### config.mk
export PLATFORM = sky130hd
export DESIGN_NAME = cva6_icache_refill_writer
export DESIGN_NICKNAME = d
export VERILOG_FILES = /design/src/rtl/cva6_icache_refill_writer.sv
export SDC_FILE = /design/constraint.sdc
export NUM_CORES = 1
export LEC_CHECK = 0
export ABC_AREA = 1
export CAP_MARGIN = 10
export CORE_MARGIN = 5
export CORE_UTILIZATION = 46
export DETAILED_ROUTE_END_ITERATION = 10
export PLACE_DENSITY = 0.81
export SYNTH_ARGS = -nofsm -noshare
export SYNTH_HDL_FRONTEND = slang
export SYNTH_SLANG_ARGS = --single-unit
### constraint.sdc
create_clock -name clk_i -period 9.65 [get_ports clk_i]
set_clock_uncertainty 0.15 [all_clocks]
set_input_delay 1.93 -clock clk_i [delete_from_list [all_inputs] [get_ports clk_i]]
set_output_delay 1.93 -clock clk_i [all_outputs]
set_load 0.02 [all_outputs]
### src/rtl/cva6_icache_refill_writer.sv
// I$ refill writer: gathers refill beats into one line and writes it into one data SRAM way,
// arbitrating against fetch lookups. Defining ICACHE_REFILL_BYPASS_EN adds a miss-line bypass output.
module cva6_icache_refill_writer #(
  parameter int unsigned NumWords  = 1024,
  parameter int unsigned DataWidth = 128,
  parameter int unsigned BeatWidth = 64,
  parameter int unsigned WAY_COUNT = 1,
  parameter int unsigned MaxStall  = 8,
  localparam int unsigned AddrWidth = (NumWords > 1) ? $clog2(NumWords) : 1,
  localparam int unsigned BeWidth   = DataWidth / 8
) (
  input  logic                 clk_i,
  input  logic                 rst_i,
  input  logic                 flush_i,
  input  logic                 refill_req_i,
  input  logic [WAY_COUNT-1:0] refill_way_i,
  input  logic [AddrWidth-1:0] refill_addr_i,
  output logic                 refill_gnt_o,
  input  logic                 beat_valid_i,
  input  logic [BeatWidth-1:0] beat_data_i,
  output logic                 beat_ready_o,
  input  logic                 lookup_req_i,
  input  logic [AddrWidth-1:0] lookup_addr_i,
  output logic                 lookup_gnt_o,
  output logic [WAY_COUNT-1:0] sram_req_o,
  output logic                 sram_we_o,
  output logic [AddrWidth-1:0] sram_addr_o,
  output logic [DataWidth-1:0] sram_wdata_o,
  output logic [BeWidth-1:0]   sram_be_o,
  output logic                 busy_o,
`ifdef ICACHE_REFILL_BYPASS_EN
  output logic                 done_o,
  output logic                 bypass_valid_o,
  output logic [DataWidth-1:0] bypass_data_o
`else
  output logic                 done_o
`endif
);

  localparam int unsigned Beats      = DataWidth / BeatWidth;
  localparam int unsigned CntWidth   = (Beats > 1) ? $clog2(Beats) : 1;
  localparam int unsigned StallWidth = $clog2(MaxStall + 1);
  localparam logic [CntWidth-1:0]   LastBeat   = CntWidth'(Beats - 1);
  localparam logic [StallWidth-1:0] StallLimit = StallWidth'(MaxStall);

  // state    | meaning
  // ST_IDLE  | waiting for refill_req_i
  // ST_FILL  | accepting refill beats into the line buffer
  // ST_WRITE | full line held; write it once lookups yield or stall limit reached
  typedef enum logic [1:0] {
    ST_IDLE,
    ST_FILL,
    ST_WRITE
  } state_e;

  state_e                state_q, state_d;
  logic [CntWidth-1:0]   beat_cnt_q, beat_cnt_d;
  logic [StallWidth-1:0] stall_cnt_q, stall_cnt_d;
  logic [DataWidth-1:0]  line_q, line_d;
  logic [WAY_COUNT-1:0]  way_q, way_d;
  logic [AddrWidth-1:0]  addr_q, addr_d;

  logic refill_gnt;
  logic beat_ready;
  logic write_fire;

  always_ff @(posedge clk_i or posedge rst_i) begin
    if (rst_i) begin
      state_q     <= ST_IDLE;
      beat_cnt_q  <= '0;
      stall_cnt_q <= '0;
      line_q      <= '0;
      way_q       <= '0;
      addr_q      <= '0;
    end else begin
      state_q     <= state_d;
      beat_cnt_q  <= beat_cnt_d;
      stall_cnt_q <= stall_cnt_d;
      line_q      <= line_d;
      way_q       <= way_d;
      addr_q      <= addr_d;
    end
  end

  always_comb begin
    state_d     = state_q;
    beat_cnt_d  = beat_cnt_q;
    stall_cnt_d = stall_cnt_q;
    line_d      = line_q;
    way_d       = way_q;
    addr_d      = addr_q;
    refill_gnt  = 1'b0;
    beat_ready  = 1'b0;
    write_fire  = 1'b0;

    unique case (state_q)
      ST_IDLE: begin
        if (refill_req_i && !flush_i) begin
          refill_gnt = 1'b1;
          way_d      = refill_way_i;
          addr_d     = refill_addr_i;
          beat_cnt_d = '0;
          state_d    = ST_FILL;
        end
      end
      ST_FILL: begin
        if (flush_i) begin
          beat_cnt_d = '0;
          state_d    = ST_IDLE;
        end else begin
          beat_ready = 1'b1;
          if (beat_valid_i) begin
            line_d[int'(beat_cnt_q) * BeatWidth +: BeatWidth] = beat_data_i;
            if (beat_cnt_q == LastBeat) begin
              beat_cnt_d = '0;
              state_d    = ST_WRITE;
            end else begin
              beat_cnt_d = beat_cnt_q + 1'b1;
            end
          end
        end
      end
      ST_WRITE: begin
        // Fetch keeps priority until it has stalled the write MaxStall cycles in a row.
        if (flush_i) begin
          stall_cnt_d = '0;
          state_d     = ST_IDLE;
        end else if (lookup_req_i && (stall_cnt_q < StallLimit)) begin
          stall_cnt_d = stall_cnt_q + 1'b1;
        end else begin
          write_fire  = 1'b1;
          stall_cnt_d = '0;
          state_d     = ST_IDLE;
        end
      end
      default: begin
        state_d = ST_IDLE;
      end
    endcase
  end

  // Outputs are held at zero while reset is asserted, including the lookup pass-through.
  always_comb begin
    refill_gnt_o = 1'b0;
    beat_ready_o = 1'b0;
    lookup_gnt_o = 1'b0;
    sram_req_o   = '0;
    sram_we_o    = 1'b0;
    sram_addr_o  = '0;
    sram_wdata_o = '0;
    sram_be_o    = '0;
    busy_o       = 1'b0;
    done_o       = 1'b0;
`ifdef ICACHE_REFILL_BYPASS_EN
    bypass_valid_o = 1'b0;
    bypass_data_o  = '0;
`endif
    if (!rst_i) begin
      refill_gnt_o = refill_gnt;
      beat_ready_o = beat_ready;
      busy_o       = (state_q != ST_IDLE);
      done_o       = write_fire;
      if (write_fire) begin
        sram_req_o   = way_q;
        sram_we_o    = 1'b1;
        sram_addr_o  = addr_q;
        sram_wdata_o = line_q;
        sram_be_o    = '1;
`ifdef ICACHE_REFILL_BYPASS_EN
        bypass_valid_o = 1'b1;
        bypass_data_o  = line_q;
`endif
      end else begin
        sram_req_o   = {WAY_COUNT{lookup_req_i}};
        sram_addr_o  = lookup_addr_i;
        lookup_gnt_o = lookup_req_i;
      end
    end
  end

endmodule

======== Word-level counts from Yosys, hierarchy flattened ========
Index checks and enable logic that the tools add are counted.
word-level totals
  output and inout port bits .............. 161
  memories ................................ 0
  bits in latches ......................... 0
  bits of input ports ..................... 91
  register bits ........................... 146
  logic and storage cells ................. 67
  bits in read-only memories .............. 0
  bits in writable memories ............... 0
operators by class
  equality and inequality tests ........... 6
  add/subtract/negate cells ............... 3
  muxes and demuxes ....................... 38
  reduce and logical (&&, ||, !) cells .... 10
  divide/modulo/power cells ............... 0
  $lt $le $gt $ge ......................... 1
  multipliers ............................. 0
  bitwise gates (word level) .............. 1
  shifts and indexed selects .............. 2
operators with widths
  kind                         count
  $mux W128                    2
  $bwmux W128                  1
  $shift A64 B34 Y128 const A  1
  $shiftx A64 B34 Y128         1
  $neg A7 Y34                  1
  $mux W16                     2
  $mux W1                      21
  $mux W10                     2
  $mux W2                      6
  $ne A3 B3 Y1 const B         3
  $mux W4                      2
  $pmux W2 S3                  1
  $reduce_and A3 Y1            2
  $add A4 B1 Y4 const B        1
  $lt A4 B4 Y1 const B         1
  $reduce_and A4 Y1            1
  $reduce_bool A2 Y1           2
  $eq A2 B1 Y1 const B         1
  $eq A2 B2 Y1 const B         1
  $logic_and A1 B1 Y1          2
  $logic_not A2 Y1             1
  $ne A2 B2 Y1 const B         1
  $pmux W1 S2                  1
  $reduce_and A2 Y1            1
  other kinds (3)              3

======== Longest topological paths before layout ========
  word-level depth ........................ 7
  gate-level depth with buffers ........... 8
  depth with buffers taken out ............ 6

======== Least setup slack after synthesis ========
No wires, ideal clock.
  kind .................................... input -> output
  start point ............................. in rst_i
  end point ............................... out sram_addr_o[0]
  setup slack ............................. 0.380 ns
  cell stages on the path ................. 5
  data required time ...................... 7.570 ns
  data arrival time ....................... 7.190 ns
  buffers on the path ..................... 2
  path through ............................ buf_2 inv_1 clkbuf_1 nand2_1 nor2_1
on the way
  word-level cells in the longest chain between the ends .. 1
ends and longest elaborated chain
  what                RTL line  source
  start: declaration  13        input logic rst_i,
  $mux W10            158       if (!rst_i) begin
  end: declaration    27        output logic [AddrWidth-1:0] sram_addr_o,
Every way passes these cells.

======== Final worst setup path ========
  start point ............................. in flush_i
  end point ............................... out sram_wdata_o[32]
on the way
  word-level cells in the longest chain between the ends .. 4
ends and longest elaborated chain
  what                RTL line  source
  start: declaration  14        input logic flush_i,
  $mux W1             125       if (flush_i) begin
  $mux W1             96        unique case (state_q)
  $mux W128           163       if (write_fire) begin
  $mux W128           158
  end: declaration    28        output logic [DataWidth-1:0] sram_wdata_o,
Every way passes these cells.

==> results by group <==
Outcome
  – Status: finished, final reports clean

Yosys
  – Number of synthesized flops with an enable pin: 0
  – Syn nets: 1105
  – Seq/Total Area, Yosys: about 49%
  – FFs w/ async S/R, synth: 100%
  – Mapped Avg Cell Area: 7.33 sq um
  – Netlist cell types: 19
  – Post-Syn Area: ~7400 sq um
  – #FFs+latches synth: 146
  – Top cells by area, synth: dfrtp_1 (49%), nand2_1 (21%), nor2_1 (8.4%)
  – Top FF cell, synth: dfrtp_1
  – Cell taking the most area after synthesis: dfrtp_1
  – Mapped Cells: roughly 1000
  – Synth Warn #: 0
  – Top-area cell type share of the netlist area: 49.2%

STA
  – F_max: 151 MHz
  – Final setup vio count: 0
  – Final hold viol count: 0
  – Worst-Margin Slew: 0.981 ns
  – Slew HR: between 30% and 40%
  – Tcrit/Tclk final: 68.4%
  – Final Worst Setup Slack: ~3.0 ns
  – TNS Setup: 0 ns
  – RSZ-0062 raised after global routing: false
  – Max-slew violations: 0
  – WHS: ~0.32 ns
  – Final min period: ~6.6 ns

Setup path
  – Top cell family by delay on the critical path: buffers and inverters
  – CP max stage cell: clkdlybuf4s50_1
  – Crit path top cell by count: clkdlybuf4s50_1
  – Critical path class: in2out
  – CP peak stage delay: 0.69 ns
  – R2R depth: 8
  – WP buf/inv: 4
  – Worst path cell trace: clkdlybuf4s50_1 -> inv_2 -> nand3_1 -> nor2_4 -> buf_4 -> nand2_1 -> nor2_1 -> clkdlybuf4s50_1
  – Worst R2R Start: state_q[1]$_DFFE_PP0P_
  – Reg2reg end: line_q[90]$_DFFE_PP0P_
  – Startpoint types: primary input
  – Maximum fanout along the worst path: 72
  – CP Data Required Time: 7.57 ns
  – Reg2reg setup slack: 7.16 ns
  – Worst EP arrival: 4.52 ns
  – Nature of the critical path endpoint: output port

Hold path
  – Hold-critical path endpoint: line_q[111]$_DFFE_PP0P_
  – Hold Crit Start: line_q[111]$_DFFE_PP0P_
  – Hold depth: 2
  – Worst min-delay path class: reg2reg

Power and ir drop
  – Pleak: 0.00482 uW
  – Clk pwr share: 34.1%
  – Internal power: 1570 uW
  – Total power: 2280 uW
  – Flop pwr share: 45.7%
  – VDD IR-drop max: about 0.15 mV
  – Logic pwr share: 20.2%
  – Net switching power: 705 uW
  – Switching share of power: 31.0%
  – PwrDens: 219 nW/um^2

Floorplanning
  – Initial Util: between 40% and 50%
  – Num rows: 46
  – Die width: 137 um
  – Die area: 18800 sq um
  – Die height: 137 um
  – IO Pins: 252
  – Core area: 15900 sq um

CTS
  – CTS tree: built
  – Worst-Skew Late Latency: 0.41 ns
  – Root buffer cell: clkbuf_16
  – Clk slew on worst S/H paths: 0.06 ns
  – Post-CTS Hold Buffers: 0
  – Cts repair resizes: 0
  – Post-CTS setup buffers: 0
  – Clock Tree Buf Depth: 2
  – CTS Sinks: about 150
  – Htree depth: 4
  – CTS Buf Count: 17

Detailed routing
  – Avg WL per Cell: 15.6 um
  – Detail Route Antenna Nets: 0
  – Vias/cell: 5.14
  – Initial drt markers: slightly below 600
  – DR vias: 7299
  – DR DRC count: 0
  – Total wire length: 22100 um
  – First-pass DRT Iterations: 5

Place
  – DP Cell Count: 1389
  – # port buffers: 251
  – Pre-CTS WS: 3.09 ns
  – GP Congestion: 0.840
  – Hpwl dp: between 10000 and 15000 um

Layout
  – Commonest non-fill, non-tap cell in the layout: nand2_1
  – Nets: 1284
  – Antenna cells: 0
  – Area Growth Syn to Fin: 40.5%
  – Fraction of layout cells with a size suffix above 1: about 4.4%
  – Commonest cells after routing, fill and taps aside: nand2_1 (406), clkdlybuf4s50_1 (249), nor2_1 (166)
  – Post-route insts no fill: approximately 1400

GRT
  – First-pass GRT wire length: 35600 um
  – Total global routing overflow: 0
  – Vias in the first global route: 6878
  – Antenna violations before repair: 0
  – Largest net degree at the start of global routing: 82
  – Gr usage total: 23.8%

Run
  – Max_cap viols: 0
-- Yosys cell counts, types with 2 or more instances --
cell type / n
nand4_1: 74
inv_1: 19
buf_2: 25
clkbuf_1: 33
nor2_1: 166
buf_6: 5
inv_2: 2
a21oi_1: 10
o21ai_0: 7
buf_4: 33
nand2_1: 407
nor2_2: 2
dfrtp_1: 146
buf_1: 6
nand3_1: 74
-- registers in the layout, indices dropped and copies added (netlist names) --
signal       count
stall_cnt_q      4
addr_q          10
way_q            1
state_q          2
beat_cnt_q       1
line_q         128
-- worst max-delay path by stage --
stage	start	end	slack [ns]	depth (start not counted)
after global routing	flush_i	sram_wdata_o[59]	2.87	8
after global placement	flush_i	sram_wdata_o[59]	3.11	8
after detailed placement	flush_i	sram_wdata_o[59]	3.09	8
after CTS	flush_i	sram_wdata_o[32]	3.06	8
after floorplan	rst_i	sram_addr_o[0]	0.38	5
final	flush_i	sram_wdata_o[32]	3.05	8
-- power by group through the flow --
stage | logic, uW | registers, uW | clock network, uW
floorplan | 344 | 997 | 0
global placement | 439 | 1050 | 0
detailed placement | 465 | 1050 | 0
CTS | 467 | 1040 | 789
global route | 539 | 1070 | 815
finish | 460 | 1040 | 777
-- stage by stage --
stage | util (%) | cell area [sq um]
4_1_cts | 65.6 | 10400
3_3_place_gp | 61.2 | 9730
6_report | 65.6 | 10400
3_5_place_dp | 61.2 | 9730
2_1_floorplan | - | 7420
5_1_grt | 65.6 | 10400
-- worst min-delay path, delay by kind of cell, from the launching register on --
kind,cells,cell delay [ns]
flops,1,0.34
simple gates,2,0.10
-- cell families (layout without fill, tap and decap cells) --
family,Yosys count,after routing,share of synthesized area [%]
buffers and inverters,123,315,8.82
DFF,146,146,49.2
AOI/OAI and AO/OA,18,18,1.23
and+or+nand+nor,724,724,40.4
xor gates and xnor gates,1,1,0.118
adders and majority gates,1,1,0.169
-- per-layer routing --
| layer | vias up | global-route usage [%] | part of all wire [%] | routed length (um) |
|---|---|---|---|---|
| li1 | 3552 | - | - | - |
| met1 | 3422 | 31.9 | 42 | 9300 |
| met2 | 290 | 38.3 | 48 | 10700 |
| met3 | 35 | 4.78 | 7.0 | 1540 |
| met4 | 0 | 8.92 | 2.6 | 580 |
| met5 | - | 0 | 0 | 0 |
-- area by class of cell --
| cell class | count | area (sq um) |
|---|---|---|
| clock inverters | 13 | 255 |
| flip-flops and latches | 146 | 3650 |
| multi-input cells | 744 | 3130 |
| well taps | 216 | 270 |
| fillers | 1363 | 5460 |
| inverters | 21 | 83.8 |
| repair buffers | 262 | 2590 |
| clock buffers | 19 | 443 |
(Power assumes the default switching activity.)
